### src/rtl/sram_1rw_64x64_req_ctrl_if.sv
// Request/response bundle between the requester, the controller and the SRAM pins.
interface sram_1rw_64x64_req_ctrl_if #(
    parameter int ADDR_W = 6,
    parameter int DATA_W = 64
);
    logic              wr_valid;
    logic              wr_ready;
    logic [ADDR_W-1:0] wr_addr;
    logic [DATA_W-1:0] wr_data;
    logic              rd_valid;
    logic              rd_ready;
    logic [ADDR_W-1:0] rd_addr;
    logic              resp_valid;
    logic              resp_ready;
    logic [DATA_W-1:0] resp_data;
    logic              sram_en;
    logic              sram_write;
    logic [ADDR_W-1:0] sram_addr;
    logic [DATA_W-1:0] sram_write_data;
    logic [DATA_W-1:0] sram_read_data;

    // Environment side: issues requests, consumes responses, models the SRAM.
    modport master (
        output wr_valid, wr_addr, wr_data, rd_valid, rd_addr, resp_ready, sram_read_data,
        input  wr_ready, rd_ready, resp_valid, resp_data,
        input  sram_en, sram_write, sram_addr, sram_write_data
    );

    // Controller side.
    modport slave (
        input  wr_valid, wr_addr, wr_data, rd_valid, rd_addr, resp_ready, sram_read_data,
        output wr_ready, rd_ready, resp_valid, resp_data,
        output sram_en, sram_write, sram_addr, sram_write_data
    );
endinterface

### src/rtl/sram_1rw_64x64_req_ctrl.sv
// Read/write arbiter in front of the 64x64 single-port SRAM, with a
// credit-limited response FIFO capturing the 1-cycle-latency read data.
module sram_1rw_64x64_req_ctrl #(
    parameter int ADDR_W     = 6,
    parameter int DATA_W     = 64,
    parameter int RESP_DEPTH = 2
) (
    input  logic                        clk,
    input  logic                        rst_n,
    sram_1rw_64x64_req_ctrl_if.slave    bus
);
    localparam int CNT_W = $clog2(RESP_DEPTH + 1);
    localparam int PTR_W = $clog2(RESP_DEPTH);

    typedef enum logic {
        PRI_WR = 1'b0,
        PRI_RD = 1'b1
    } pri_e;

    pri_e              pri_q, pri_d;
    logic [CNT_W-1:0]  count_q, count_d;
    logic              inflight_q, inflight_d;
    logic [PTR_W-1:0]  wptr_q, wptr_d;
    logic [PTR_W-1:0]  rptr_q, rptr_d;
    logic [DATA_W-1:0] mem_q [RESP_DEPTH];

    logic              grant_wr, grant_rd;
    logic              wr_elig, rd_elig, rd_ok;
    logic              push, pop;
    logic [CNT_W:0]    occ;

    assign push = inflight_q;
    assign pop  = (count_q != '0) && bus.resp_ready;

    // Occupancy counts the in-flight read too, so every issued read already owns a slot.
    assign occ   = {1'b0, count_q} + (CNT_W+1)'(inflight_q) - (CNT_W+1)'(pop);
    assign rd_ok = occ < (CNT_W+1)'(RESP_DEPTH);

    // Gating with rst_n keeps the SRAM idle during reset, independent of the inputs.
    assign wr_elig = rst_n && bus.wr_valid;
    assign rd_elig = rst_n && bus.rd_valid && rd_ok;

    // Round-robin grant; the pointer always moves to the side that was not served.
    always_comb begin
        grant_wr = 1'b0;
        grant_rd = 1'b0;
        pri_d    = pri_q;
        if (wr_elig && rd_elig) begin
            if (pri_q == PRI_WR) grant_wr = 1'b1;
            else                 grant_rd = 1'b1;
        end else if (wr_elig) begin
            grant_wr = 1'b1;
        end else if (rd_elig) begin
            grant_rd = 1'b1;
        end
        if (grant_wr)      pri_d = PRI_RD;
        else if (grant_rd) pri_d = PRI_WR;
    end

    assign bus.wr_ready        = grant_wr;
    assign bus.rd_ready        = grant_rd;
    assign bus.sram_en         = grant_wr | grant_rd;
    assign bus.sram_write      = grant_wr;
    assign bus.sram_addr       = grant_rd ? bus.rd_addr : bus.wr_addr;
    assign bus.sram_write_data = bus.wr_data;

    assign bus.resp_valid = (count_q != '0);
    assign bus.resp_data  = mem_q[rptr_q];

    // Next-state for FIFO pointers, occupancy and the read-in-flight flag.
    always_comb begin
        inflight_d = grant_rd;
        wptr_d     = wptr_q;
        rptr_d     = rptr_q;
        count_d    = count_q;
        if (push) wptr_d = (wptr_q == PTR_W'(RESP_DEPTH - 1)) ? '0 : wptr_q + 1'b1;
        if (pop)  rptr_d = (rptr_q == PTR_W'(RESP_DEPTH - 1)) ? '0 : rptr_q + 1'b1;
        case ({push, pop})
            2'b10:   count_d = count_q + 1'b1;
            2'b01:   count_d = count_q - 1'b1;
            default: count_d = count_q;
        endcase
    end

    // Control state register; reset drops queued and in-flight reads.
    always_ff @(posedge clk or negedge rst_n) begin
        if (!rst_n) begin
            pri_q      <= PRI_WR;
            count_q    <= '0;
            inflight_q <= 1'b0;
            wptr_q     <= '0;
            rptr_q     <= '0;
        end else begin
            pri_q      <= pri_d;
            count_q    <= count_d;
            inflight_q <= inflight_d;
            wptr_q     <= wptr_d;
            rptr_q     <= rptr_d;
        end
    end

    // Response storage: capture SRAM read data the cycle after the read access.
    always_ff @(posedge clk) begin
        if (push) mem_q[wptr_q] <= bus.sram_read_data;
    end
endmodule

### src/flat_wrapper.sv
// flat-port wrapper written by rule: the top's interface ports become plain ports
module sram_1rw_64x64_req_ctrl_flat 
#(
    parameter int ADDR_W     = 6,
    parameter int DATA_W     = 64,
    parameter int RESP_DEPTH = 2
)
  (clk, rst_n, bus_wr_valid, bus_wr_addr, bus_wr_data, bus_rd_valid, bus_rd_addr, bus_resp_ready, bus_sram_read_data, bus_wr_ready, bus_rd_ready, bus_resp_valid, bus_resp_data, bus_sram_en, bus_sram_write, bus_sram_addr, bus_sram_write_data);
  sram_1rw_64x64_req_ctrl_if #(.ADDR_W(ADDR_W), .DATA_W(DATA_W)) bus_i ();
  input  logic clk;
  input  logic rst_n;
  input wire logic [$bits(bus_i.wr_valid)-1:0] bus_wr_valid;
  input wire logic [$bits(bus_i.wr_addr)-1:0] bus_wr_addr;
  input wire logic [$bits(bus_i.wr_data)-1:0] bus_wr_data;
  input wire logic [$bits(bus_i.rd_valid)-1:0] bus_rd_valid;
  input wire logic [$bits(bus_i.rd_addr)-1:0] bus_rd_addr;
  input wire logic [$bits(bus_i.resp_ready)-1:0] bus_resp_ready;
  input wire logic [$bits(bus_i.sram_read_data)-1:0] bus_sram_read_data;
  output wire logic [$bits(bus_i.wr_ready)-1:0] bus_wr_ready;
  output wire logic [$bits(bus_i.rd_ready)-1:0] bus_rd_ready;
  output wire logic [$bits(bus_i.resp_valid)-1:0] bus_resp_valid;
  output wire logic [$bits(bus_i.resp_data)-1:0] bus_resp_data;
  output wire logic [$bits(bus_i.sram_en)-1:0] bus_sram_en;
  output wire logic [$bits(bus_i.sram_write)-1:0] bus_sram_write;
  output wire logic [$bits(bus_i.sram_addr)-1:0] bus_sram_addr;
  output wire logic [$bits(bus_i.sram_write_data)-1:0] bus_sram_write_data;
  assign bus_i.wr_valid = bus_wr_valid;
  assign bus_i.wr_addr = bus_wr_addr;
  assign bus_i.wr_data = bus_wr_data;
  assign bus_i.rd_valid = bus_rd_valid;
  assign bus_i.rd_addr = bus_rd_addr;
  assign bus_i.resp_ready = bus_resp_ready;
  assign bus_i.sram_read_data = bus_sram_read_data;
  assign bus_wr_ready = bus_i.wr_ready;
  assign bus_rd_ready = bus_i.rd_ready;
  assign bus_resp_valid = bus_i.resp_valid;
  assign bus_resp_data = bus_i.resp_data;
  assign bus_sram_en = bus_i.sram_en;
  assign bus_sram_write = bus_i.sram_write;
  assign bus_sram_addr = bus_i.sram_addr;
  assign bus_sram_write_data = bus_i.sram_write_data;
  sram_1rw_64x64_req_ctrl #(.ADDR_W(ADDR_W), .DATA_W(DATA_W), .RESP_DEPTH(RESP_DEPTH)) u_core (.clk(clk), .rst_n(rst_n), .bus(bus_i));
endmodule
### config.mk
export PLATFORM = sky130hd
export DESIGN_NAME = sram_1rw_64x64_req_ctrl_flat
export DESIGN_NICKNAME = d
export VERILOG_FILES = /design/src/rtl/sram_1rw_64x64_req_ctrl_if.sv /design/src/rtl/sram_1rw_64x64_req_ctrl.sv /design/src/flat_wrapper.sv
export SDC_FILE = /design/constraint.sdc
export NUM_CORES = 1
export LEC_CHECK = 0
export BUFFER_PORTS_ARGS = -buffer_cell sky130_fd_sc_hd__buf_4
export CELL_PAD_IN_SITES_DETAIL_PLACEMENT = 0
export CELL_PAD_IN_SITES_GLOBAL_PLACEMENT = 1
export CORE_MARGIN = 3
export CORE_UTILIZATION = 25
export CTS_BUF_LIST = sky130_fd_sc_hd__clkbuf_8
export CTS_CLUSTER_DIAMETER = 100
export DETAILED_ROUTE_END_ITERATION = 6
export PLACE_DENSITY = 0.68
export REMOVE_ABC_BUFFERS = 1
export SETUP_SLACK_MARGIN = 0.1
export SLEW_MARGIN = 20
export SYNTH_ARGS = -nofsm -noshare
export SYNTH_HDL_FRONTEND = slang
export SYNTH_SLANG_ARGS = --single-unit
### constraint.sdc
create_clock -name clk -period 5.55 [get_ports clk]
set_input_delay 1.3875 -clock clk [delete_from_list [all_inputs] [get_ports clk]]
set_output_delay 1.3875 -clock clk [all_outputs]
set_load 0.02 [all_outputs]
==> results.md <==
- Syn Inst Count: 304
- Post-CTS Setup Bufs: 0
- Max stage delay on crit path: 0.50 ns
- Status: complete, no violations
- Die height: 154 um
- Most common cell after layout, fill and taps aside: buf_4
- Die ar.: 23,800 um^2
- Critical path, cell by cell: buf_4 -> and3b_2 -> a21oi_1 -> nand2b_1 -> fa_1 -> nand3_1 -> nor3_4 -> mux2_2 -> buf_4
- Layout Skew: 0.00943 ns
- Share of layout cells above drive strength 1: 62.1%
- GRT Util Overall: 13.6%
- Die Wd: 154 um
- Final Hold Fails: 0
- Slew HR: 34.8%
- Non-Filler Cell Area, Final: 6930 um^2
- Measured slew at the worst slew-check pin: 0.975 ns
- Port buffer count: 155
- Post-CTS sizing: 0
- CTS HTree Levels: 4
- Hold Buf Count CTS: 0
- RSZ-0062 raised after global routing: false
- Pleak: 0.00257 uW
- Largest net degree at the start of global routing: 66
- I/O pins: 284
- Min-delay worst type: flop to flop
- Minimum clock period: 4.92 ns
- Commonest cells after routing, fill and taps aside: buf_4 (156), edfxtp_1 (128), mux2_2 (70)
- Final HPWL from detailed placement: 11,700 um
- Number of synthesized register bits: 134
- Row Count: 53
- CP required: 4.16 ns
- Initial DRC count: 147
- Drt total wl: 16,400 um
- Seq/Total Area, Yosys: 72.5%
- Most frequent CP cell: buf_4
- Cell Area, Synth: 5510 um^2
- CTS tree: yes
- Met3 global-route usage: 13.2%
- Tcrit/Tclk final: 88.6%
- Root buffer cell: clkbuf_8
- Crit. End Element: primary output
- Final ANT Viol Nets: 0
- Type of the worst setup path: input port to primary output
- CTS buffer count: 17
- VDD IR max: 0.000140 V
- Critical Path Fanout Max: 8
- CP bufs+invs: 2
- Max Freq: 203 MHz
- Residual DRC count: 0
- Number of synthesis warnings: 0
- Post-synthesis cell type count: 24
- Post-DR vias/cell: 4.32
- Grt total ovfl: 0
- CP Launch Type: input port
- WP data arrival: 3.53 ns
- Clock Latency Late Sink: 0.42 ns
- Cell Pwr Density: 448 nW/um^2
- Clock transition at path regs: 0.07 ns
- WL per Instance: 23.7 um
- Initial antenna violation count: 0
- CTS Buffer Depth: 2
- Met2 usage: 16.9%
- GR peak layer: met2
- Placer Congestion: 0.722
- First-pass DRT Iterations: 4
- CTS Sinks: 134
- Number of global-route vias before repair: 3,237
- Global-route wire length before repair: 22,900 um
- Core Area: 21,400 um^2
- Area Overhead vs Synth: 25.9%
- Finish-stage setup viols: 0
- Syn Area/Cell: 18.1 um^2
- Max Transition Viols Final: 0
- Crit-path leading delay family: simple AND/OR/NAND/NOR gates
- Vias: 2,988
- Area post-placement: 6510 um^2
- Final TNS setup: 0 ns
- Final Net Count: 552
- Max Cap Viol: 0
- Worst path slowest cell: fa_1
- Starting Density: 25.8%
- ANT cells: 0
- GR Layer Usage met1: 15.9%
-- path summary, 6_finish.rpt --
check / depth (start not counted) / slack (ns) / to / from
setup / recovery: 9 / 0.63 / bus_sram_addr[2] / bus_resp_ready
hold / removal: 1 / 0.52 / u_core.pri_q$_DFFE_PN0P_ / u_core.pri_q$_DFFE_PN0P_
setup reg to reg: 2 / 3.22 / u_core.mem_q[0][50]$_DFFE_PP_ / u_core.inflight_q$_DFF_PN0_
hold reg to reg: 1 / 0.52 / u_core.pri_q$_DFFE_PN0P_ / u_core.pri_q$_DFFE_PN0P_
max in group asynchronous: 1 / 4.64 / u_core.rptr_q$_DFFE_PN0P_ / rst_n
min in group asynchronous: 1 / 0.77 / u_core.inflight_q$_DFF_PN0_ / rst_n
-- flip-flops by register name, indices dropped and copies added, names as in the netlist --
signal / flops
u_core.rptr_q: 1
u_core.count_q: 2
u_core.mem_q: 128
u_core.wptr_q: 1
u_core.pri_q: 1
u_core.inflight_q: 1
-- report_power, final --
group	leakage, uW	switching, uW	internal [uW]
Combinational	0.00111	422	445
Clock	0.000224	363	523
Sequential	0.00124	127	1230
Total	0.00257	912	2200
-- cells in the mapped netlist, drive strengths merged --
cell type | n | area share [%]
xnor2 | 2 | 0.32
buf | 72 | 9.5
nor2 | 1 | 0.068
xor2 | 2 | 0.45
or2 | 1 | 0.11
fa | 1 | 0.36
nand2b | 2 | 0.23
a21oi | 4 | 0.36
and2 | 1 | 0.11
edfxtp | 128 | 70
nor3 | 2 | 0.39
mux2 | 70 | 14
nor2b | 2 | 0.23
nand3 | 1 | 0.091
and3b | 1 | 0.18
clkbuf | 1 | 0.068
nand2 | 2 | 0.14
o21ai | 3 | 0.27
dfrtp | 6 | 2.7
inv | 1 | 0.068
and4 | 1 | 0.18
-- area by class of cell --
cell class	instances	area, um^2
Timing Repair Buffer	156	1170
Fill cell	2087	14400
Clock buffer	17	234
Sequential cell	134	4000
Multi-Input combinational cell	96	991
Inverter	1	3.75
Tap cell	275	344
Clock inverter	13	191
-- routing by layer --
layer  vias to the layer above  routed length, um
met1                      1481               6590
met2                       219               6420
met3                        12               3040
li1                       1270                  -
met4                         6                148
met5                         -                202
-- stage by stage --
step                hold WS, ns  worst slack [ns]  utilization, %  total power (uW)  cells
global placement          0.494             0.674            30.5              2260    662
detailed placement        0.523             0.623            30.5              2270    662
CTS                       0.529             0.620            32.5              3170    692
global route              0.598             0.517            32.5              3270    692
finish                    0.525             0.631            32.5              3110    692
floorplan                 0.453             0.847               -              1870    231
-- worst reg2reg max path: cells and delay by family, from the launching register on --
| family | cells | cell delay [ns] |
|---|---|---|
| buffers and inverters | 1 | 0.56 |
| and+or+nand+nor | 1 | 0.85 |
| DFF | 1 | 0.50 |
-- cells by family after synthesis --
logic type      Yosys count  synth area share, %
flops                   134                 72.5
mux                      70                 14.3
fa+ha+maj                 1                0.364
xor+xnor                  4                0.773
simple gates             14                 1.73
buf+inv                  74                 9.64
compound gates            7                0.636
Note: power is estimated with default switching activity, not from simulation.
